`src/rtl/apb_rmw_master.sv`:
```
// APB master executing single READ / WRITE / RMW-ADD commands with a per-phase
// ACCESS timeout. One command in flight at a time; a one-cycle response pulse
// reports read data and error status.
module apb_rmw_master #(
    parameter int unsigned ADDR_W  = 32,
    parameter int unsigned DATA_W  = 32,
    parameter int unsigned TIMEOUT = 16   // legal range 1..255
) (
    input  logic              pclk,
    input  logic              preset_n,
    // Command channel
    input  logic              cmd_valid_i,
    output logic              cmd_ready_o,
    input  logic [1:0]        cmd_op_i,
    input  logic [ADDR_W-1:0] cmd_addr_i,
    input  logic [DATA_W-1:0] cmd_data_i,
    // Response channel
    output logic              rsp_valid_o,
    output logic [DATA_W-1:0] rsp_rdata_o,
    output logic              rsp_err_o,
    output logic              rsp_timeout_o,
    // APB master port
    output logic              psel_o,
    output logic              penable_o,
    output logic              pwrite_o,
    output logic [ADDR_W-1:0] paddr_o,
    output logic [DATA_W-1:0] pwdata_o,
    input  logic [DATA_W-1:0] prdata_i,
    input  logic              pready_i,
    input  logic              pslverr_i
);

    typedef enum logic [1:0] {StIdle, StSetup, StAccess, StResp} state_e;

    localparam logic [1:0] OpNop   = 2'b00;
    localparam logic [1:0] OpWrite = 2'b10;
    localparam logic [1:0] OpRmw   = 2'b11;

    // Counter value seen in the last permitted ACCESS cycle of a phase.
    localparam logic [7:0] TimeoutLast = 8'(TIMEOUT - 1);

    state_e              state_q, state_d;
    logic [1:0]          op_q, op_d;
    logic [ADDR_W-1:0]   addr_q, addr_d;
    logic [DATA_W-1:0]   data_q, data_d;      // addend for RMW-ADD
    logic [DATA_W-1:0]   wdata_q, wdata_d;    // data driven on pwdata_o
    logic                wr_q, wr_d;          // current phase is a write
    logic [DATA_W-1:0]   rdata_q, rdata_d;    // RMW original read value
    logic [7:0]          cnt_q, cnt_d;        // ACCESS cycles in current phase
    logic [DATA_W-1:0]   rsp_rdata_q, rsp_rdata_d;
    logic                rsp_err_q, rsp_err_d;
    logic                rsp_timeout_q, rsp_timeout_d;

    logic                in_xfer;

    // State and datapath registers, cleared asynchronously by preset_n.
    always_ff @(posedge pclk or negedge preset_n) begin
        if (!preset_n) begin
            state_q       <= StIdle;
            op_q          <= OpNop;
            addr_q        <= '0;
            data_q        <= '0;
            wdata_q       <= '0;
            wr_q          <= 1'b0;
            rdata_q       <= '0;
            cnt_q         <= '0;
            rsp_rdata_q   <= '0;
            rsp_err_q     <= 1'b0;
            rsp_timeout_q <= 1'b0;
        end else begin
            state_q       <= state_d;
            op_q          <= op_d;
            addr_q        <= addr_d;
            data_q        <= data_d;
            wdata_q       <= wdata_d;
            wr_q          <= wr_d;
            rdata_q       <= rdata_d;
            cnt_q         <= cnt_d;
            rsp_rdata_q   <= rsp_rdata_d;
            rsp_err_q     <= rsp_err_d;
            rsp_timeout_q <= rsp_timeout_d;
        end
    end

    // Next-state logic: command capture, phase sequencing, timeout and response update.
    always_comb begin
        state_d       = state_q;
        op_d          = op_q;
        addr_d        = addr_q;
        data_d        = data_q;
        wdata_d       = wdata_q;
        wr_d          = wr_q;
        rdata_d       = rdata_q;
        cnt_d         = cnt_q;
        rsp_rdata_d   = rsp_rdata_q;
        rsp_err_d     = rsp_err_q;
        rsp_timeout_d = rsp_timeout_q;

        unique case (state_q)
            StIdle: begin
                // NOP handshakes complete here with no further effect.
                if (cmd_valid_i && (cmd_op_i != OpNop)) begin
                    op_d    = cmd_op_i;
                    addr_d  = cmd_addr_i;
                    data_d  = cmd_data_i;
                    wdata_d = cmd_data_i;
                    wr_d    = (cmd_op_i == OpWrite);
                    rdata_d = '0;
                    state_d = StSetup;
                end
            end

            StSetup: begin
                cnt_d   = '0;
                state_d = StAccess;
            end

            StAccess: begin
                if (pready_i) begin
                    if (!wr_q) begin
                        rdata_d = prdata_i;
                    end
                    if ((op_q == OpRmw) && !wr_q && !pslverr_i) begin
                        // Read phase succeeded: start the write-back phase.
                        wdata_d = prdata_i + data_q;
                        wr_d    = 1'b1;
                        state_d = StSetup;
                    end else begin
                        // A write phase reached here only after a clean read,
                        // so this phase's slave error is the OR of all phases.
                        if (op_q == OpWrite) begin
                            rsp_rdata_d = '0;
                        end else if (!wr_q) begin
                            rsp_rdata_d = prdata_i;
                        end else begin
                            rsp_rdata_d = rdata_q;
                        end
                        rsp_err_d     = pslverr_i;
                        rsp_timeout_d = 1'b0;
                        state_d       = StResp;
                    end
                end else if (cnt_q == TimeoutLast) begin
                    rsp_rdata_d   = '0;
                    rsp_err_d     = 1'b1;
                    rsp_timeout_d = 1'b1;
                    state_d       = StResp;
                end else begin
                    cnt_d = cnt_q + 8'd1;
                end
            end

            StResp: begin
                state_d = StIdle;
            end

            default: begin
                state_d = StIdle;
            end
        endcase
    end

    // Bus and handshake outputs decoded from the state; address/data gated to 0 outside a transfer.
    always_comb begin
        in_xfer       = (state_q == StSetup) || (state_q == StAccess);
        cmd_ready_o   = (state_q == StIdle);
        psel_o        = in_xfer;
        penable_o     = (state_q == StAccess);
        pwrite_o      = in_xfer && wr_q;
        paddr_o       = in_xfer ? addr_q : '0;
        pwdata_o      = (in_xfer && wr_q) ? wdata_q : '0;
        rsp_valid_o   = (state_q == StResp);
        rsp_rdata_o   = rsp_rdata_q;
        rsp_err_o     = rsp_err_q;
        rsp_timeout_o = rsp_timeout_q;
    end

endmodule

```
`config.mk`:
```
export PLATFORM = sky130hd
export DESIGN_NAME = apb_rmw_master
export DESIGN_NICKNAME = d
export VERILOG_FILES = /design/src/rtl/apb_rmw_master.sv
export SDC_FILE = /design/constraint.sdc
export NUM_CORES = 1
export LEC_CHECK = 0
export BUFFER_PORTS_ARGS = -buffer_cell sky130_fd_sc_hd__clkbuf_2
export CORE_ASPECT_RATIO = 2
export CORE_MARGIN = 1
export CORE_UTILIZATION = 50
export DETAILED_ROUTE_END_ITERATION = 6
export PLACE_DENSITY = 0.77
export SYNTH_ARGS = -nofsm -noshare
export SYNTH_HDL_FRONTEND = slang
export SYNTH_SLANG_ARGS = --single-unit
```
`constraint.sdc`:
```
create_clock -name pclk -period 2.3 [get_ports pclk]
set_input_delay 0.46 -clock pclk [delete_from_list [all_inputs] [get_ports pclk]]
set_output_delay 0.46 -clock pclk [all_outputs]
set_load 0.005 [all_outputs]
```
# After elaboration in Yosys (flattened, before gate mapping)

Index checks and enable logic that the tools add are counted.

Input bits: 103
Bits in registers: 175

$add $sub $neg: 2
Multiplexer cells: 31
Equal/unequal tests: 14
Reductions and logical operators: 18

Operator list:

| kind                                                                     | number |
|---|---|
| 32-bit 2-to-1 mux                                                        | 12 |
| 32-bit case mux with 2 select lines                                      | 2 |
| 32-bit adder                                                             | 1 |
| 8-bit 2-to-1 mux                                                         | 2 |
| 8-bit case mux with 2 select lines                                       | 1 |
| 2-bit equality test (second input constant)                              | 5 |
| 3-bit AND reduction                                                      | 3 |
| 8-bit by 1-bit adder with 8-bit output (second input constant)           | 1 |
| 8-bit by 4-bit equality test with 1-bit output (second input constant)   | 1 |
| 1-bit 2-to-1 mux                                                         | 8 |
| 2-bit 2-to-1 mux                                                         | 4 |
| 2-bit case mux with 4 select lines                                       | 1 |
| 2-bit nonzero test                                                       | 4 |
| 2-bit by 1-bit inequality test with 1-bit output (second input constant) | 3 |
| 2-bit inequality test (second input constant)                            | 3 |
| 1-bit logical AND                                                        | 4 |
| 2-bit AND reduction                                                      | 2 |
| 4-bit AND reduction                                                      | 1 |
| 3-bit by 1-bit inequality test with 1-bit output (second input constant) | 1 |
| 2-bit by 1-bit equality test with 1-bit output (second input constant)   | 1 |
| 1-bit zero test                                                          | 2 |
| 2-bit zero test                                                          | 1 |
| 1-bit case mux with 2 select lines                                       | 1 |
| 1-bit logical OR                                                         | 1 |

# Longest topological paths before layout

Word-level depth: 6
Gate-level depth with buffers: 11
Depth with buffers taken out: 10

# Worst setup path before layout

OpenSTA, ideal clock, no wires.

Path kind: input-to-reg
From: input prdata_i[0]
To: register wdata_q[10]
Setup slack: -0.292 ns
Path buffers: 0
Stages: 10
Setup time: 0.131 ns
Arrival time: 2.461 ns
Path through: ha_1 > fa_1 > a21o_1 > a21oi_2 > o21bai_1 > a2111oi_0 > o31ai_1 > xnor2_1 > mux2i_1 > a21oi_1

Word-level cells in the longest chain between the ends: 4

RTL lines:

| what                                | line | RTL |
|---|---|---|
| from (decl)                         | 28   | `input logic [DATA_W-1:0] prdata_i,` |
| 32-bit adder                        | 125  | `wdata_d = prdata_i + data_q;` |
| 32-bit 2-to-1 mux                   | 123  | `if ((op_q == OpRmw) && !wr_q && !pslverr_i) begin` |
| 32-bit 2-to-1 mux                   | 119  | `if (pready_i) begin` |
| 32-bit case mux with 2 select lines | 99   | `unique case (state_q)` |
| to (signal assigned)                | 75   | `wdata_q <= wdata_d;` |
| to (decl)                           | 46   | `logic [DATA_W-1:0] wdata_q, wdata_d;` |

Every way passes these cells. The select of a mux whose other input is x is not followed.
A chain may end at the register's enable or synchronous reset.

# Final worst setup path

From: register data_q[9]
To: register wdata_q[29]

Word-level cells in the longest chain between the ends: 4

RTL lines:

| what                                | line | RTL |
|---|---|---|
| from (decl)                         | 45   | `logic [DATA_W-1:0] data_q, data_d;` |
| from (signal assigned)              | 74   | `data_q <= data_d;` |
| 32-bit adder                        | 125  |  |
| 32-bit 2-to-1 mux                   | 123  |  |
| 32-bit 2-to-1 mux                   | 119  |  |
| 32-bit case mux with 2 select lines | 99   |  |

Every way passes these cells. The select of a mux whose other input is x is not followed.

==> metrics.csv <==
stage,metric,value,unit
routing,wire length per cell,18.7,um
critical_path,reg2reg start,data_q[9],
power_and_ir_drop,Leakage,6.26,nW
floorplan,die width,101,um
grt,vias in the first global route,8889,
finish,"commonest cells after routing, fill and taps aside","204 x clkbuf_2, 174 x dfrtp_1, 111 x buf_4",
critical_path,Critical Path Source Type,flip-flop,
routing,drt pass-1 iters,5,
synthesis,Syn Inst Count,942,
synthesis,cell accounting for the most synthesized area,dfrtp_1,
placed_design,Placer Congestion,0.963,
synthesis,Synth cell types,61,
timing,final setup vio count,4,
synthesis,prevailing post-synth register cell,dfrtp_1,
placed_design,Post-DP HPWL,20400,um
timing,part of the cycle the worst path needs,1.04,
timing,Layout Skew,0.0107,ns
floorplan,I/O pin count,206,
job,max_cap viols,0,
floorplan,core area,19300,um^2
critical_path,crit path kind,flip-flop to flip-flop,
power_and_ir_drop,peak supply drop,0.000841,V
synthesis,synthesis-stage register bit count,175,
clocking,Num CTS Buffers,17,
critical_path,crit path max fanout,6,
synthesis,sequential element share of the synthesized area,0.447,
grt,initial antenna violation count,1,
routing,total number of vias,8571,
power_and_ir_drop,pwr dens,1460,nW/um^2
synthesis,Synth area leaders,"dfrtp_1 45%, mux2_2 7.7%, a22o_1 6.1%",
routing,post-route ant nets,0,
finish,diode count,0,
critical_path,reg2reg path depth,9,
floorplan,die height,200,um
finish,"commonest non-fill, non-tap cell in the layout",clkbuf_2,
finish,fillers,1573,
finish,nets,1364,
critical_path,Critical R2R Capture,wdata_q[29],
clocking,H-tree depth,4,
grt,largest net degree at the start of global routing,100,
timing,max-slew violation count,0,
clocking,CTS sink cnt,175,
routing,post-DR vias/cell,5.73,
placed_design,I/O Buffers,205,
routing,DRC,0,
grt,All-Layer GR Usage,0.284,
synthesis,mapped cell area,9800,um^2
outcome,failing checks,negative setup slack,
timing,fin crit period,2.39,ns
routing,DR iter-0 viols,350,
synthesis,Post-synth EDFFs,0,
floorplan,Initial Utilization,0.508,
critical_path,Required @ worst endpoint,2.62,ns
timing,Worst Tran Pin Value,1.12,ns
grt,first-pass GRT wire length,43700,um
clocking,Root Driver,clkbuf_16,
critical_path,Critical Path Start,data_q[9],
placed_design,dpl cells,1457,
timing,RSZ-0062 raised after global routing,true,
finish,share of layout cells above drive strength 1,0.388,
critical_path,crit path DAT,2.71,ns
finish,"non-filler cells, final",1497,
routing,DRT Wirelength,28000,um
timing,Final Hold Vio Count,0,
synthesis,Syn Nets,1081,
timing,Worst slew margin,0.255,
floorplan,row count,72,
timing,Max Freq,419,MHz
synthesis,Syn Area/Cell,10.4,um^2
synthesis,synth warn,0,
clocking,CTS tree,done,
clocking,later-pin clock latency in the skew report,0.45,ns
critical_path,crit path capture,wdata_q[29],
critical_path,crit end category,flip-flop,
clocking,Clock transition at path regs,0.07,ns
timing,final worst slack,-0.0881,ns
grt,grt ovf,0,
clocking,Longest Clk Path Bufs,2,
critical_path,R2R Setup Slk,-0.09,ns
hold_path,Hold Crit Class,primary input to flip-flop,
outcome,status,"complete, but fails checks",
placed_design,post-placement setup slack,-0.331,ns
finish,area delta synth->final,31.0,%
synthesis,Post-synth ARST share,1.00,
power_and_ir_drop,Tot Pwr,18.7,mW
synthesis,Synth top area share,0.447,
floorplan,die outline area,20200,um^2
finish,final core utilization,0.666,
Yosys cell counts, types with 2 or more instances:
master / count
a31oi_1: 5
nand4_1: 8
buf_1: 5
o31ai_1: 34
o21ai_0: 49
a21o_1: 18
a21oi_2: 4
or3_1: 2
nand3_1: 8
mux2_2: 67
a311oi_1: 2
inv_1: 12
nor3_1: 4
a2bb2oi_1: 2
o21ai_1: 4
dfrtp_1: 175
nand2b_1: 3
clkbuf_1: 50
a211oi_1: 2
buf_2: 13
o21a_1: 6
xor2_1: 10
nor3b_1: 17
nand4b_1: 2
nand2_1: 79
nor2_1: 25
a211o_1: 2
nor4_1: 3
and2_1: 35
xnor2_1: 20
ha_1: 35
a21oi_1: 54
nor2b_1: 3
and3_1: 36
o21ai_2: 3
a22o_1: 68
o21bai_1: 5
mux2i_1: 48
o22a_1: 2
cell families after synthesis:
family	Yosys count	share of synthesized area
AO/OA/AOI/OAI	273	0.197
AND/OR/NAND/NOR	232	0.123
flip-flops	175	0.447
multiplexers	115	0.126
buffers and inverters	81	0.0331
adder cells (fa/ha/maj)	36	0.0467
XOR/XNOR	30	0.0268
critical path: stages (launching register included):
cell and delay [ns]:
dfrtp_1 0.38, ha_1 0.42, nand4_1 0.18, nand3b_1 0.20
a211o_1 0.24, and3_4 0.21, a21oi_4 0.17, a221oi_2 0.09
nor3b_1 0.29, a211oi_2 0.07
worst min-delay path by stage:
stage | from | end | slack [ns] | depth (start not counted)
global route | cmd_addr_i[13] | addr_q[13] | 0.23 | 2
detailed placement | preset_n | data_q[16] | 0.45 | 1
CTS | cmd_addr_i[3] | addr_q[3] | 0.22 | 2
floorplan | preset_n | addr_q[0] | 0.16 | 0
finish | cmd_addr_i[12] | addr_q[12] | 0.24 | 2
global placement | preset_n | data_q[16] | 0.45 | 1
sequential cells by signal (all words and copies together) (netlist names):
signal	cells
wr_q	1
state_q	2
wdata_q	32
cnt_q	8
rdata_q	32
rsp_rdata_o	32
data_q	32
rsp_err_o	1
op_q	2
rsp_timeout_o	1
addr_q	32
where the power goes:
part / internal [mW] / switching (mW) / total [mW] / leakage [nW]
registers: 4.47 / 0.823 / 5.29 / 2.22
clock network: 1.69 / 1.29 / 2.98 / 0.296
logic: 5.09 / 5.38 / 10.5 / 3.75
total: 11.3 / 7.49 / 18.7 / 6.26
layout make-up:
type                       instances  area, um^2  share of cell area
clock buffer                      20         467              0.0364
clock inverter                    12         135              0.0105
inverter                          12        45.0             0.00351
multi-input combinational        686        5330               0.415
sequential                       175        4380               0.341
tap                              259         324              0.0252
timing repair buffer             333        2160               0.168
through the flow:
step                hold slack [ns]  TNS (ns)  area [um^2]
floorplan                     0.164   -0.0827         9840
global placement              0.450     -3.92        12000
detailed placement            0.449     -4.82        12000
CTS                           0.224    -0.491        12700
global route                  0.233     -1.93        12800
finish                        0.239    -0.200        12800
per-layer routing:
metal / share of wire / GRT usage / vias up
met1: 0.36 / 0.292 / 4208
met4: 0.050 / 0.162 / 0
met3: 0.036 / 0.0467 / 88
met5: 0 / 0 / -
li1: - / - / 4017
met2: 0.55 / 0.533 / 258
timing repair:
| item | 4_1_cts | 5_1_grt |
|---|---|---|
| resized for setup | 14 | 40 |
| hold endpoints to repair | 43 | 0 |
| setup endpoints to repair | 82 | 25 |
| setup buffers | 5 | 2 |
| hold buffers | 1 | 0 |
| pin swaps | 17 | 19 |
Note: power is estimated with default switching activity, not from simulation.
